[src/rtl/ir_fetch_queue_if.sv]
// ir_fetch_queue_if
//   Bundles the signals between the fetch queue, instruction memory, the
//   redirect sources and the decode stage.
//   Handshake rules:
//     - imem request: a fetch is transferred on a rising edge where
//       imem_req_valid && imem_req_ready. The request is driven combinationally
//       from registered state and is held while not accepted, unless a redirect
//       or reset intervenes.
//     - imem response: one word per cycle while imem_rsp_valid=1. It cannot be
//       back-pressured. Responses arrive in request order.
//     - decode slot: an instruction is consumed on a rising edge where
//       instr_valid && !stall_d. While stall_d=1 the slot is held stable.
//   Modports:
//     master : the fetch queue (drives requests and the decode slot)
//     slave  : memory / control / decode side
interface ir_fetch_queue_if;
  logic        imem_req_valid;
  logic [31:0] imem_req_addr;
  logic        imem_req_ready;
  logic        imem_rsp_valid;
  logic [31:0] imem_rsp_data;
  logic        redirect_valid;
  logic [31:0] redirect_pc;
  logic        stall_d;
  logic        instr_valid;
  logic [31:0] instr;
  logic [31:0] instr_pc;

  modport master (
    output imem_req_valid, imem_req_addr, instr_valid, instr, instr_pc,
    input  imem_req_ready, imem_rsp_valid, imem_rsp_data,
           redirect_valid, redirect_pc, stall_d
  );

  modport slave (
    input  imem_req_valid, imem_req_addr, instr_valid, instr, instr_pc,
    output imem_req_ready, imem_rsp_valid, imem_rsp_data,
           redirect_valid, redirect_pc, stall_d
  );
endinterface

[src/rtl/ir_fetch_queue.sv]
// ir_fetch_queue
//   Instruction-fetch front end. It issues word fetches, buffers the in-order
//   responses in a DEPTH-entry FIFO, and presents one {instr, pc} per cycle to
//   decode. A redirect flushes the FIFO and restarts fetch. Responses still in
//   flight at that moment are counted into 'drop' and discarded on arrival.
// Ports:
//   clk        rising-edge clock
//   rst        synchronous, active-high reset
//   bus        ir_fetch_queue_if.master (imem req/rsp, redirect, decode slot)
//   dbg_state  current FSM state (0=BOOT, 1=RUN, 2=DRAIN)
module ir_fetch_queue #(
  parameter int          DEPTH    = 4,
  parameter logic [31:0] RESET_PC = 32'h0000_0000,
  parameter logic [31:0] NOP      = 32'h0000_0013
) (
  input  logic               clk,
  input  logic               rst,
  ir_fetch_queue_if.master   bus,
  output logic [1:0]         dbg_state
);

  localparam int AW = $clog2(DEPTH);
  localparam int CW = AW + 1;
  localparam logic [CW:0] DEPTH_W = (CW+1)'(DEPTH);

  typedef enum logic [1:0] {
    ST_BOOT  = 2'd0,
    ST_RUN   = 2'd1,
    ST_DRAIN = 2'd2
  } state_t;

  state_t          state_q, state_d;
  logic [31:0]     fetch_pc_q, rsp_pc_q;
  logic [CW-1:0]   count_q, count_d;
  logic [CW-1:0]   out_q, out_d;
  logic [CW-1:0]   drop_q, drop_d;
  logic [AW-1:0]   rd_ptr_q, wr_ptr_q;
  logic [31:0]     data_mem [DEPTH];
  logic [31:0]     pc_mem   [DEPTH];

  logic [CW:0]     in_use;
  logic            req_ok, accept, fifo_valid;
  logic            rsp_ret, rsp_stale, push, pop;
  logic [31:0]     redirect_base;
  logic            unused_redirect_lsb;

  assign redirect_base       = {bus.redirect_pc[31:2], 2'b00};
  assign unused_redirect_lsb = ^bus.redirect_pc[1:0];

  always_comb begin
    in_use     = {1'b0, count_q} + {1'b0, out_q};
    // Credit rule: queued + outstanding never exceeds DEPTH, so a response
    // always finds a free FIFO slot.
    req_ok     = (state_q != ST_BOOT) && !bus.redirect_valid && (in_use < DEPTH_W);
    accept     = req_ok && bus.imem_req_ready;
    fifo_valid = (count_q != '0);
    // A response with nothing outstanding cannot be ours; ignore it.
    rsp_ret    = bus.imem_rsp_valid && (out_q != '0);
    rsp_stale  = rsp_ret && (drop_q != '0);
    push       = rsp_ret && (drop_q == '0) && !bus.redirect_valid;
    pop        = fifo_valid && !bus.stall_d && !bus.redirect_valid;

    out_d = out_q + CW'(accept) - CW'(rsp_ret);
    // outstanding already includes responses previously marked for drop, so
    // after a redirect every response still to come (all of out_q minus the
    // one arriving now) is stale.
    if (bus.redirect_valid) drop_d = out_q - CW'(rsp_ret);
    else                    drop_d = drop_q - CW'(rsp_stale);
    count_d = bus.redirect_valid ? '0 : count_q + CW'(push) - CW'(pop);

    state_d = state_q;
    case (state_q)
      ST_BOOT, ST_RUN: state_d = (bus.redirect_valid && (drop_d != '0)) ? ST_DRAIN : ST_RUN;
      ST_DRAIN:        state_d = (drop_d == '0) ? ST_RUN : ST_DRAIN;
      default:         state_d = ST_BOOT;
    endcase
  end

  always_ff @(posedge clk) begin
    if (rst) begin
      state_q    <= ST_BOOT;
      fetch_pc_q <= RESET_PC;
      rsp_pc_q   <= RESET_PC;
      count_q    <= '0;
      out_q      <= '0;
      drop_q     <= '0;
      rd_ptr_q   <= '0;
      wr_ptr_q   <= '0;
    end else begin
      state_q <= state_d;
      out_q   <= out_d;
      drop_q  <= drop_d;
      count_q <= count_d;
      if (bus.redirect_valid) begin
        fetch_pc_q <= redirect_base;
        rsp_pc_q   <= redirect_base;
        rd_ptr_q   <= '0;
        wr_ptr_q   <= '0;
      end else begin
        if (accept) fetch_pc_q <= fetch_pc_q + 32'd4;
        if (push) begin
          wr_ptr_q <= wr_ptr_q + 1'b1;
          rsp_pc_q <= rsp_pc_q + 32'd4;
        end
        if (pop) rd_ptr_q <= rd_ptr_q + 1'b1;
      end
    end
  end

  // Storage needs no reset: count_q alone decides what is valid.
  always_ff @(posedge clk) begin
    if (push) begin
      data_mem[wr_ptr_q] <= bus.imem_rsp_data;
      pc_mem[wr_ptr_q]   <= rsp_pc_q;
    end
  end

  assign bus.imem_req_valid = req_ok;
  assign bus.imem_req_addr  = fetch_pc_q;
  assign bus.instr_valid    = fifo_valid;
  assign bus.instr          = fifo_valid ? data_mem[rd_ptr_q] : NOP;
  assign bus.instr_pc       = fifo_valid ? pc_mem[rd_ptr_q] : 32'h0;
  assign dbg_state          = state_q;

endmodule

[src/flat_wrapper.sv]
// flat-port wrapper written by rule: the top's interface ports become plain ports
module ir_fetch_queue_flat 
#(
  parameter int          DEPTH    = 4,
  parameter logic [31:0] RESET_PC = 32'h0000_0000,
  parameter logic [31:0] NOP      = 32'h0000_0013
)
  (clk, rst, dbg_state, bus_imem_req_valid, bus_imem_req_addr, bus_instr_valid, bus_instr, bus_instr_pc, bus_imem_req_ready, bus_imem_rsp_valid, bus_imem_rsp_data, bus_redirect_valid, bus_redirect_pc, bus_stall_d);
  ir_fetch_queue_if bus_i ();
  input  logic clk;
  input  logic rst;
  output logic [1:0] dbg_state;
  output wire logic [$bits(bus_i.imem_req_valid)-1:0] bus_imem_req_valid;
  output wire logic [$bits(bus_i.imem_req_addr)-1:0] bus_imem_req_addr;
  output wire logic [$bits(bus_i.instr_valid)-1:0] bus_instr_valid;
  output wire logic [$bits(bus_i.instr)-1:0] bus_instr;
  output wire logic [$bits(bus_i.instr_pc)-1:0] bus_instr_pc;
  input wire logic [$bits(bus_i.imem_req_ready)-1:0] bus_imem_req_ready;
  input wire logic [$bits(bus_i.imem_rsp_valid)-1:0] bus_imem_rsp_valid;
  input wire logic [$bits(bus_i.imem_rsp_data)-1:0] bus_imem_rsp_data;
  input wire logic [$bits(bus_i.redirect_valid)-1:0] bus_redirect_valid;
  input wire logic [$bits(bus_i.redirect_pc)-1:0] bus_redirect_pc;
  input wire logic [$bits(bus_i.stall_d)-1:0] bus_stall_d;
  assign bus_imem_req_valid = bus_i.imem_req_valid;
  assign bus_imem_req_addr = bus_i.imem_req_addr;
  assign bus_instr_valid = bus_i.instr_valid;
  assign bus_instr = bus_i.instr;
  assign bus_instr_pc = bus_i.instr_pc;
  assign bus_i.imem_req_ready = bus_imem_req_ready;
  assign bus_i.imem_rsp_valid = bus_imem_rsp_valid;
  assign bus_i.imem_rsp_data = bus_imem_rsp_data;
  assign bus_i.redirect_valid = bus_redirect_valid;
  assign bus_i.redirect_pc = bus_redirect_pc;
  assign bus_i.stall_d = bus_stall_d;
  ir_fetch_queue #(.DEPTH(DEPTH), .RESET_PC(RESET_PC), .NOP(NOP)) u_core (.clk(clk), .rst(rst), .bus(bus_i), .dbg_state(dbg_state));
endmodule
[config.mk]
export PLATFORM = sky130hd
export DESIGN_NAME = ir_fetch_queue_flat
export DESIGN_NICKNAME = d
export VERILOG_FILES = /design/src/rtl/ir_fetch_queue_if.sv /design/src/rtl/ir_fetch_queue.sv /design/src/flat_wrapper.sv
export SDC_FILE = /design/constraint.sdc
export NUM_CORES = 1
export LEC_CHECK = 0
export BUFFER_PORTS_ARGS = -buffer_cell sky130_fd_sc_hd__buf_2
export CAP_MARGIN = 20
export CORE_AREA = 3 3 167 169
export DETAILED_ROUTE_END_ITERATION = 6
export DIE_AREA = 0 0 170 172
export PLACE_DENSITY = 0.81
export SETUP_SLACK_MARGIN = 0.15
export SYNTH_ARGS = -nofsm -noshare
export SYNTH_HDL_FRONTEND = slang
export SYNTH_SLANG_ARGS = --single-unit
[constraint.sdc]
create_clock -name clk -period 2.9 [get_ports clk]
set_input_delay 0.435 -clock clk [delete_from_list [all_inputs] [get_ports clk]]
set_output_delay 0.435 -clock clk [all_outputs]
set_load 0.01 [all_outputs]
==> impl_metrics.yaml <==
outcome:
  status: "finished clean"
power_and_ir_drop:
  p_leak_nw: 5.709
  power_density_mw_per_mm2: 657.6
  ir_drop_mv: 0.5148
global_route:
  track_usage_pct: 19.71
  grt_remaining_overflow: 0
  grt_max_degree: 64
  grt_pass1_wl_um: 45360
  grt_pass1_vias: 8212
  grt_antenna_before_repair: 0
floorplan:
  die_area_sq_mm: 0.02924
  chipHeight_um: 172
  io_pins: 170
  coreArea_sq_mm: 0.02673
  dieWidth_um: 170
  initial_core_util_pct: 51.36
  rows: 60
clocking:
  cts_sinks: 325
  clk_latency_ns: 0.50
  cts_max_level: 2
  numCtsBuffers: 34
  root_buffer: "clkbuf_16"
  ctsLongestPathBuffers: 3
  clk_pin_slew_worst_paths_ns: 0.06
  cts_tree: "built"
timing:
  fin_ws_ns: 0.3421
  max_freq_mhz: 390.9
  finalCritPeriodShare_pct: 88.20
  skew_ns: 0.01359
  slew_violations: 0
  rsz0062_at_grt: "false"
  finalSetupTns_ns: 0
  setup_viol: 0
  max-slew-margin-rel_pct: 49.44
  finalHoldViolations: 0
  min_period_ns: 2.558
  worst_pin_slew_ns: 0.7557
final_layout:
  post_route_cells_drive_above_1_share_pct: 29.21
  syn_to_final_growth_pct: 17.72
  fillerInstances: 1994
  utilization_pct: 60.46
  nets: 1180
  antenna_cells: 0
drt:
  routed_wl_um: 28720
  drc_errors: 0
  ant_nets: 0
  vias: 8252
  routedWlPerCell_um: 19.71
  drt_pass1_iterations: 5
  drtIter0Drc: 584
  viasPerCell: 5.664
synthesis:
  synth_top_cell_by_area: "edfxtp_1"
  synth_edf_count: 248
  synth_area_leaders: "edfxtp_1 54%, dfxtp_1 11%, mux4_2 10%"
  ys_top_cells_by_count: "248 x edfxtp_1, 77 x dfxtp_1, 65 x nor2b_1, 62 x mux4_2, 49 x nor2_1"
  ys_types: 61
  synth_seq_area_share_pct: 65.49
  synth_area_per_cell_sq_um: 14.98
  synth-async-reset-ratio_pct: 0
  synth.most_common_cell: "edfxtp_1"
  syn_inst: 916
  synth_flop_cell: "edfxtp_1"
  synth_area_sq_mm: 0.01373
  ys_seq_elements: 325
  synth_top_area_share_pct: 54.26
  ys.warnings.count: 0
critical_path:
  start_kind: "register"
  crit_type: "register to output pin"
  worstPathMaxFanout: 29
  cp-end-kind: "output pin"
  cp.arrival_ns: 2.12
  cp.required_ns: 2.47
flow_run:
  maxCapViolCount: 0
hold_path:
  hold_class: "primary input to register"
placed_design:
  gp_congestion: 0.8611
  portBuffers: 163
  pre_cts_ws_ns: 0.4532
  post-dp-hpwl_um: 18230
-- cell families after synthesis --
kind of cell / count (synthesis) / synth area share, %
flops: 325 / 65.49
simple gates: 267 / 11.24
compound gates: 114 / 5.561
buf+inv: 85 / 2.917
mux: 66 / 10.46
xor+xnor: 40 / 2.552
fa+ha+maj: 18 / 1.750
other cells: 1 / 0.02732
-- routing by layer --
metal,track usage [%],share of wire (%)
met5,0,0
met4,4.198,1.5
met3,3.635,7.3
met2,32.39,48
met1,28.01,43
-- registers in the layout, summed over array words and instances (netlist names), named ones only --
register,flops
u_core.rsp_pc_q,30
u_core.rd_ptr_q,2
u_core.drop_q,3
u_core.out_q,3
u_core.count_q,3
u_core.wr_ptr_q,2
u_core.bus.imem_req_addr,30
u_core.pc_mem,120
u_core.data_mem,128
u_core.dbg_state,2
-- report_power, final --
group / internal (mW) / leakage, nW / switching [mW]
Sequential: 5.23 / 2.89 / 0.183
Clock: 2.49 / 0.534 / 1.71
Combinational: 0.457 / 2.29 / 0.559
-- critical path: stages, from the launching register on --
cell and delay, ns:
dfxtp_2 0.58, buf_12 0.27, mux4_2 0.33, or2_2 0.29, buf_2 0.15
-- final timing paths --
| path | from | endpoint | slack, ns | cells after the start |
|---|---|---|---|---|
| worst max-delay path | register | bus_instr[0] | 0.34 | 4 |
| worst min-delay path | bus_imem_rsp_data[3] | u_core.data_mem[2][3] | 0.15 | 1 |
| worst min register to register | u_core.wr_ptr_q[1] | u_core.wr_ptr_q[1] | 0.51 | 2 |
| worst max register to register | u_core.out_q[2] | u_core.data_mem[0][7] | 0.51 | 5 |
-- timing repair --
item,4_1_cts,5_1_grt
endpoints found under the setup margin,27,0
setup buffers,5,0
resized for setup,0,0
hold buffers,0,0
-- placed cells by master, fill, tap and decap left out, types with 4 or more instances in the layout --
cell       instances
edfxtp_1         248
buf_2            163
dfxtp_1           75
nor2b_1           65
mux4_2            62
nor2_1            49
nand2_1           39
clkbuf_16         35
inv_1             31
a21oi_1           28
nand4_1           27
nand3_1           24
xor2_1            21
xnor2_1           19
o21ai_0           19
a211oi_1          17
ha_1              16
buf_4             15
a31oi_1           13
a21boi_0          13
buf_12            12
or3_1             11
nor3_1             7
and3_1             7
and4_1             6
clkinv_1           6
clkinv_2           6
or2_2              5
and2_1             5
o211ai_1           5
clkbuf_1           5
mux2i_1            4
and2_4             4
conb_1             4
-- per-stage QoR --
step / cells / area [sq um] / hold WS (ns) / total power, mW
detailed placement: 1392 / 15010 / 0.4939 / 6.526
global placement: 1392 / 15010 / 0.4807 / 6.480
floorplan: 919 / 13740 / 0.4601 / 6.135
global route: 1457 / 16160 / 0.1243 / 11.04
CTS: 1457 / 16160 / 0.1256 / 10.73
finish: 1457 / 16160 / 0.1482 / 10.63
-- final cells by class --
class	count	area, sq um	area share [%]
clock inverters	20	186.4	1.154
flip-flops and latches	325	8994	55.66
clock buffers	40	894.6	5.537
inverters	32	125.1	0.7744
multi-input cells	509	4363	27.00
repair buffers	190	1169	7.232
well taps	341	426.7	2.641
Power figures use the tool's default switching activity.
